## src/rtl/ram_arbiter_pkg.sv

```systemverilog
`default_nettype none
// ============================================================================
// Module : ram_arbiter_pkg
// Brief  : Shared widths, controller state encoding and byte-lane merge.
// Rev    : 1.0  initial release
// ============================================================================
package ram_arbiter_pkg;

  localparam int c_ADDR_W = 18;
  localparam int c_DATA_W = 16;
  localparam int c_LANE_W = c_DATA_W / 2;

  typedef enum logic [2:0] {
    IDLE   = 3'd0,
    RD     = 3'd1,
    RESP   = 3'd2,
    WR     = 3'd3,
    RMW_RD = 3'd4,
    RMW_WR = 3'd5
  } state_t;

  // Replace each enabled lane of old_word with the matching lane of new_word.
  function automatic logic [c_DATA_W-1:0] byte_merge(
    input logic [c_DATA_W-1:0] old_word,
    input logic [c_DATA_W-1:0] new_word,
    input logic [1:0]          be
  );
    logic [c_DATA_W-1:0] merged;
    for (int i = 0; i < 2; i++) begin
      merged[i*c_LANE_W +: c_LANE_W] = be[i] ? new_word[i*c_LANE_W +: c_LANE_W]
                                             : old_word[i*c_LANE_W +: c_LANE_W];
    end
    return merged;
  endfunction

endpackage
`default_nettype wire

```

## src/rtl/ram_arbiter_rr_arb2.sv

```systemverilog
`default_nettype none
// ============================================================================
// Module : rr_arb2
// Brief  : Two-way round-robin picker; pointer moves only on accept.
// Rev    : 1.0  initial release
// ============================================================================
module rr_arb2 (
  input  logic       clk,
  input  logic       rst_n,
  input  logic [1:0] req,
  input  logic       accept,
  output logic [1:0] gnt
);

  // r_last = index of the most recently accepted port; reset to 1 so port 0 wins first.
  logic r_last;

  always_ff @(posedge clk) begin
    if (!rst_n) begin
      r_last <= 1'b1;
    end else if (accept) begin
      r_last <= gnt[1];
    end
  end

  assign gnt[0] = req[0] & (~req[1] |  r_last);
  assign gnt[1] = req[1] & (~req[0] | ~r_last);

endmodule
`default_nettype wire

```

## src/rtl/ram_arbiter.sv

```systemverilog
`default_nettype none
// ============================================================================
// Module : ram_arbiter
// Brief  : Two-port arbiter onto a single-port sync RAM; byte writes via RMW.
// Rev    : 1.0  initial release
// ============================================================================
module ram_arbiter
  import ram_arbiter_pkg::*;
#(
  parameter int ADDR_W = c_ADDR_W,
  parameter int DATA_W = c_DATA_W
) (
  input  logic              clk,
  input  logic              rst_n,
  input  logic              p0_req,
  input  logic              p0_we,
  input  logic [ADDR_W-1:0] p0_addr,
  input  logic [DATA_W-1:0] p0_wdata,
  input  logic [1:0]        p0_be,
  output logic              p0_gnt,
  output logic              p0_ack,
  input  logic              p1_req,
  input  logic              p1_we,
  input  logic [ADDR_W-1:0] p1_addr,
  input  logic [DATA_W-1:0] p1_wdata,
  input  logic [1:0]        p1_be,
  output logic              p1_gnt,
  output logic              p1_ack,
  output logic [DATA_W-1:0] rdata,
  output logic [ADDR_W-1:0] ram_addr,
  output logic [DATA_W-1:0] ram_din,
  output logic              ram_we,
  output logic [1:0]        ram_be,
  input  logic [DATA_W-1:0] ram_dout
);

  state_t            r_state, w_next;
  logic              r_port;
  logic [ADDR_W-1:0] r_addr;
  logic [DATA_W-1:0] r_wdata;
  logic [1:0]        r_be;

  logic [1:0]        w_req, w_gnt;
  logic              w_accept;
  logic              w_sel_we;
  logic [1:0]        w_sel_be;
  logic              w_ram_we, w_ack;

  assign w_req = {p1_req, p0_req} & {2{rst_n && (r_state == IDLE)}};

  rr_arb2 u_rr (
    .clk    (clk),
    .rst_n  (rst_n),
    .req    (w_req),
    .accept (w_accept),
    .gnt    (w_gnt)
  );

  assign w_accept = |w_gnt;
  assign p0_gnt   = w_gnt[0];
  assign p1_gnt   = w_gnt[1];
  assign w_sel_we = w_gnt[1] ? p1_we : p0_we;
  assign w_sel_be = w_gnt[1] ? p1_be : p0_be;

  always_ff @(posedge clk) begin
    if (!rst_n) begin
      r_state <= IDLE;
      r_port  <= 1'b0;
      r_addr  <= '0;
      r_wdata <= '0;
      r_be    <= 2'b00;
    end else begin
      r_state <= w_next;
      if (w_accept) begin
        r_port  <= w_gnt[1];
        r_addr  <= w_gnt[1] ? p1_addr  : p0_addr;
        r_wdata <= w_gnt[1] ? p1_wdata : p0_wdata;
        r_be    <= w_sel_be;
      end
    end
  end

  always_comb begin
    w_next   = r_state;
    w_ram_we = 1'b0;
    w_ack    = 1'b0;
    ram_din  = '0;
    case (r_state)
      IDLE: begin
        if (w_accept) begin
          if (!w_sel_we)                                    w_next = RD;
          else if (w_sel_be == 2'b01 || w_sel_be == 2'b10)  w_next = RMW_RD;
          else                                              w_next = WR;
        end
      end
      RD:     w_next = RESP;
      RESP: begin
        w_ack  = 1'b1;
        w_next = IDLE;
      end
      // Full-word writes and empty (be=00) writes share WR; only the former strobe the RAM.
      WR: begin
        w_ram_we = |r_be;
        ram_din  = r_wdata;
        w_ack    = 1'b1;
        w_next   = IDLE;
      end
      RMW_RD: w_next = RMW_WR;
      RMW_WR: begin
        w_ram_we = 1'b1;
        ram_din  = byte_merge(ram_dout, r_wdata, r_be);
        w_ack    = 1'b1;
        w_next   = IDLE;
      end
      default: w_next = IDLE;
    endcase
  end

  assign ram_addr = r_addr;
  assign ram_be   = 2'b11;
  assign ram_we   = w_ram_we & rst_n;
  assign p0_ack   = w_ack & rst_n & ~r_port;
  assign p1_ack   = w_ack & rst_n &  r_port;
  assign rdata    = ram_dout;

endmodule
`default_nettype wire

```

## config.mk

```make
export PLATFORM = sky130hd
export DESIGN_NAME = ram_arbiter
export DESIGN_NICKNAME = d
export VERILOG_FILES = /design/src/rtl/ram_arbiter_pkg.sv /design/src/rtl/ram_arbiter_rr_arb2.sv /design/src/rtl/ram_arbiter.sv
export SDC_FILE = /design/constraint.sdc
export NUM_CORES = 1
export LEC_CHECK = 0
export CORE_ASPECT_RATIO = 1.1
export CORE_MARGIN = 5
export CORE_UTILIZATION = 50
export DETAILED_ROUTE_END_ITERATION = 8
export DONT_BUFFER_PORTS = 1
export HOLD_SLACK_MARGIN = 0.1
export PLACE_DENSITY = 0.73
export SETUP_SLACK_MARGIN = 0.2
export SLEW_MARGIN = 20
export SYNTH_ARGS = -nofsm -noshare
export SYNTH_HDL_FRONTEND = slang
export SYNTH_SLANG_ARGS = --single-unit
export TNS_END_PERCENT = 5
```

## constraint.sdc

```tcl
create_clock -name clk -period 1.9 [get_ports clk]
set_input_delay 0 -clock clk [delete_from_list [all_inputs] [get_ports clk]]
set_output_delay 0 -clock clk [all_outputs]
set_load 0.1 [all_outputs]
```

# Word level (Yosys, flattened, before mapping)
# Index checks and enable logic that the tools add are counted.
[totals]
reg_bits = 41
in_bits = 94
[classes]
eq_ne = 8
mux = 13
n_bitwise = 13
reduce_logical = 6
[ops]
columns = ["op", "n"]
rows = [
  ["one-hot mux 16 bit (2 select lines)", 1],
  ["two-way mux 18 bit", 1],
  ["two-way mux 16 bit", 1],
  ["two-way mux 8 bit", 2],
  ["two-way mux 3 bit", 3],
  ["one-hot mux 3 bit (3 select lines)", 1],
  ["bitwise AND 1 bit", 6],
  ["== test 3 x 2 -> 1 bit (second input constant)", 2],
  ["== test 3 bit (second input constant)", 2],
  ["inverter 1 bit", 4],
  ["OR reduction 2 bit", 2],
  ["== test 3 x 1 -> 1 bit (second input constant)", 1],
  ["zero test 3 bit", 1],
  ["OR reduction 3 bit", 1],
  ["bitwise AND 2 bit", 1],
  ["== test 2 x 1 -> 1 bit (second input constant)", 1],
  ["== test 2 bit (second input constant)", 1],
  ["two-way mux 1 bit", 2],
  ["two-way mux 2 bit", 1],
  ["inequality test 2 x 1 -> 1 bit (second input constant)", 1],
  ["bitwise OR 1 bit", 2],
  ["one-hot mux 1 bit (2 select lines)", 1],
  ["logical AND 1 bit", 1],
  ["logical OR 1 bit", 1],
]

# Logic depth before layout (Yosys ltp)
[depth]
word_depth = 13
depth_mapped = 6
mapped_depth_nobuf = 5

# Hierarchy
# From an unflattened synthesis, not the netlist that was laid out.
[hier_totals]
hier_cells = 314
hier_area_um2 = 2706.3
[modules_own_cells]
columns = ["module", "n_inst", "cells_per_inst", "area_per_inst_um2"]
rows = [
  ["ram_arbiter", 1, 307, 2648.8],
  ["rr_arb2", 1, 7, 57.6],
]

# Worst setup path before layout
# OpenSTA, ideal clock, no wires.
[synth_path]
path_kind = "register -> output"
startpoint = "register r_state[1]"
endpoint = "output ram_we"
t_arrival_ns = 3.192
t_required_ns = 1.900
setup_slack_ns = -1.292
path_stages_with_launch = 6
n_path_buf = 2
cell_sequence = "dfxtp_1 -> nor2b_1 -> clkbuf_1 -> clkbuf_1 -> a21oi_1 -> nor3_1"
[synth_via]
elab_chain_cells = 3
elab_cells_between_ends = 4
cone_classes = "eq/ne: 2; mux: 1; bitwise: 1"
[synth_rtl]
columns = ["item", "line", "rtl"]
rows = [
  ["from (decl)", "ram_arbiter.sv:37", "state_t r_state, w_next;"],
  ["from (signal assigned)", "ram_arbiter.sv:73", "r_state <= w_next;"],
  ["== test 3 bit or == test 3 x 2 -> 1 bit (tied branches)", "ram_arbiter.sv:88", "case (r_state)"],
  ["one-hot mux 1 bit (2 select lines) (*)", "ram_arbiter.sv:88", ""],
  ["bitwise AND 1 bit (*)", "ram_arbiter.sv:121", "assign ram_we = w_ram_we & rst_n;"],
  ["to (decl)", "ram_arbiter.sv:32", "output logic ram_we,"],
]
# Mark *: on every way between the ends. The rest lies on a longest branch, timed or not.

# Worst setup path in the final report
[layout_path]
startpoint = "register r_state[2]"
endpoint = "register r_state[0]"
[layout_via]
elab_chain_cells = 13
elab_cells_between_ends = 22
cone_classes = "eq/ne: 5; mux: 6; bitwise: 7; reduce/logical: 4"
[layout_rtl]
columns = ["item", "line", "rtl"]
rows = [
  ["zero test 3 bit", "ram_arbiter.sv:49, ram_arbiter.sv:88", ""],
  ["logical AND 1 bit", "ram_arbiter.sv:49", "assign w_req = {p1_req, p0_req} & {2{rst_n && (r_state == IDLE)}};"],
  ["bitwise AND 2 bit", "ram_arbiter.sv:49", ""],
  ["inverter 1 bit", "ram_arbiter_rr_arb2.sv:27", "assign gnt[1] = req[1] & (~req[0] | ~r_last);"],
  ["bitwise OR 1 bit", "ram_arbiter_rr_arb2.sv:27", ""],
  ["bitwise AND 1 bit", "ram_arbiter_rr_arb2.sv:27", ""],
  ["two-way mux 2 bit", "ram_arbiter.sv:63", "assign w_sel_be = w_gnt[1] ? p1_be : p0_be;"],
  ["== test 2 x 1 -> 1 bit or == test 2 bit (tied branches)", "ram_arbiter.sv:92", "else if (w_sel_be == 2'b01 || w_sel_be == 2'b10) w_next = RMW_RD;"],
  ["logical OR 1 bit", "ram_arbiter.sv:92", ""],
  ["two-way mux 3 bit", "ram_arbiter.sv:92", ""],
  ["two-way mux 3 bit", "ram_arbiter.sv:91", "if (!w_sel_we) w_next = RD;"],
  ["two-way mux 3 bit", "ram_arbiter.sv:90", "if (w_accept) begin"],
  ["one-hot mux 3 bit (3 select lines)", "ram_arbiter.sv:88", ""],
]
# Parallel ways exist; a longest one is shown, timed or not. The select of a mux whose other input is x is not followed.
# A chain may end at the register's enable or synchronous reset.

==> impl_metrics.yaml <==
global_route:
  grt_first_pass_wirelength_um: 15170
  grt_max_degree: 26
  grt_pass1_vias: 2965
  grt_usage_pct: 33.73
  grt_antenna_before_repair: 0
  grt-ovfl-total: 0
worst_setup_path:
  path_common_cell: "nor3_1"
  cp-startpoint: "r_state[2]"
  worst-path-buf-inv: 1
  worst_ep_required_time_ps: 2120
  cp.depth: 4
  max_stage_delay_ps: 590
  arrival_ps: 2040
  slowest_stage: "dlygate4sd3_1"
  r2r_cells: 4
  crit_family: "buffers and inverters"
  cp-end-kind: "register"
  worstPathCellList: "nor3_1, dlygate4sd3_1, nor3_1, a21boi_0"
  critPathLaunchType: "register"
  r2r_start: "r_state[2]"
  path_class: "register to register"
  cp_max_fo: 7
sta:
  setup_tns_ps: 0
  fin_crit_sh_pct: 96.12
  max_freq_mhz: 547.6
  fin_crit_ps: 1826
  worstMarginPinSlew_ps: 1025
  relSlewSlack_pct: 31.47
  grt_setup_unrepaired: "true"
  finClkSkew_ps: 17.62
  setup_viol_count_final: 0
  final_max_slew_viol_count: 0
  hold_viol: 0
clock_tree:
  cts-root-buf: "clkbuf_8"
  cts_made_buffers: 5
  cts_sinks: 41
  insertion_delay_ps: 310
  clkSlewWorstSetupHoldPaths_ps: 100
  cts_max_level: 2
  clk_path_buf_depth: 2
  cts_tree: "built"
min_path:
  hold_start: "p1_we"
  worstHoldPathType: "input port to register"
  holdPathStages: 3
floorplan:
  die-area_sq_um: 5954
  start_util_pct: 51.86
  io-pin-count: 151
  die_y_um: 80.43
  rows: 25
  die_x_um: 74.03
  core_sq_um: 4348
yosys:
  yosysSeqAreaShare_pct: 36.40
  ys.flop_type: "dfxtp_1"
  synth-edff-count: 0
  synth_seq_cells: 41
  ys_types: 30
  async_reset_ff_share_pct: 0
  synth_area_sq_um: 2255
  syn_inst: 276
  yosys_warnings: 0
  syn_avg_cell_area_sq_um: 8.169
final_layout:
  utilization_pct: 91.80
  area_growth_pct: 77.03
  fin_area_sq_um: 3991
  final_cell_mix: "dlygate4sd3_1 (94), a22oi_1 (50), nand2_1 (38)"
  instances_no_fill: 449
  nNetsFinal: 488
  layout_commonest_cell: "dlygate4sd3_1"
  drive_above_1_share_pct: 27.59
  diodes: 0
route:
  dr.max_layer_used: "met4"
  wl_met1_um: 3722
  drtAntennaViolNets: 0
  drtIter0Drc: 256
  wl_met3_um: 1262
  drc: 0
  wl_per_cell_um: 24.62
  dr.pass1.iters: 6
  routed_wl_um: 11060
  met2WireLength_um: 5591
  via_count: 2865
  vias_per_cell: 6.381
placed_design:
  place_congestion: 0.7699
  dp.final_hpwl_um: 5145
  post_dp_cell_area_sq_um: 2843
  placed_cells: 345
  port_buffers: 0
pwr:
  power_mw: 3.047
  power.density_nw_per_um2: 763.5
  ir_drop_mv: 0.6814
  p_leak_nw: 1.486
run:
  maxCapViolCount: 0
outcome:
  status: "completed"
[stage by stage]
stage,hold slack (ps),setup WS [ps]
after floorplan,88.87,-24.81
after global placement,0.6958,313.4
after detailed placement,0.6946,256.5
after CTS,129.3,70.84
after global routing,157.8,41.56
final,138.5,73.68
[power by group]
part           internal, mW  total, mW  switching [mW]
registers             0.938       1.02          0.0851
logic                 0.416       1.26           0.842
clock network         0.428      0.766           0.338
[sequential cells by signal (all words and copies together), names as in the netlist]
name / count
r_state: 3
r_port: 1
u_rr.r_last: 1
r_wdata: 16
r_be: 2
ram_addr: 18
[Yosys cell counts (2+ instances only)]
cell type	count	area (sq um)
a22oi_1	50	375.4
dfxtp_1	41	820.8
nand2_1	38	142.6
a21oi_1	35	175.2
buf_4	23	172.7
nor2_1	21	78.83
mux2_2	16	180.2
clkbuf_1	14	52.55
nor3_1	5	25.02
inv_1	4	15.01
a211oi_1	3	22.52
mux2i_1	3	30.03
buf_2	2	10.01
nand2b_1	2	12.51
nor2b_1	2	12.51
o21ai_0	2	10.01
xor2_1	2	17.52
[worst register-to-register path, stage by stage, from the launching register on]
cell and delay (ps):
dfxtp_2 430, nor3_1 90, dlygate4sd3_1 590, nor3_1 360, a21boi_0 300
[layout make-up]
| class | instances | area, sq um |
|---|---|---|
| clock buffers | 6 | 82.58 |
| clock inverters | 2 | 37.54 |
| well taps | 54 | 67.56 |
| fillers | 149 | 356.6 |
| inverters | 6 | 22.52 |
| repair buffers | 149 | 1653 |
| flip-flops and latches | 41 | 825.8 |
| multi-input cells | 191 | 1303 |
[metal layers]
layer  vias to the layer above  GRT usage, %
li1                       1203             -
met1                      1358         36.97
met2                       259         57.89
met3                        45         9.762
met4                         0         17.39
met5                         -             0
[worst paths after layout]
check / endpoint / slack (ps)
hold reg to reg: ram_addr[5] / 470
hold / removal: r_state[1] / 140
setup reg to reg: r_state[0] / 70
setup / recovery: r_state[0] / 70
[what timing repair did]
item / in CTS / in global routing
resized for setup: 4 / 14
setup buffers: 0 / 2
hold buffers: 94 / 0
cloned: 0 / 0
endpoints found under the hold margin: 57 / 0
pin swaps: 0 / 2
setup endpoints to repair: 21 / 57
[kinds of logic after synthesis]
group                     share of synthesized area [%]
AOI/OAI and AO/OA                                 27.80
and+or+nand+nor                                   14.10
buffers and inverters                             11.43
DFF                                               36.40
muxes                                             9.323
xor gates and xnor gates                         0.7771
other                                            0.1663
Power figures use the tool's default switching activity.
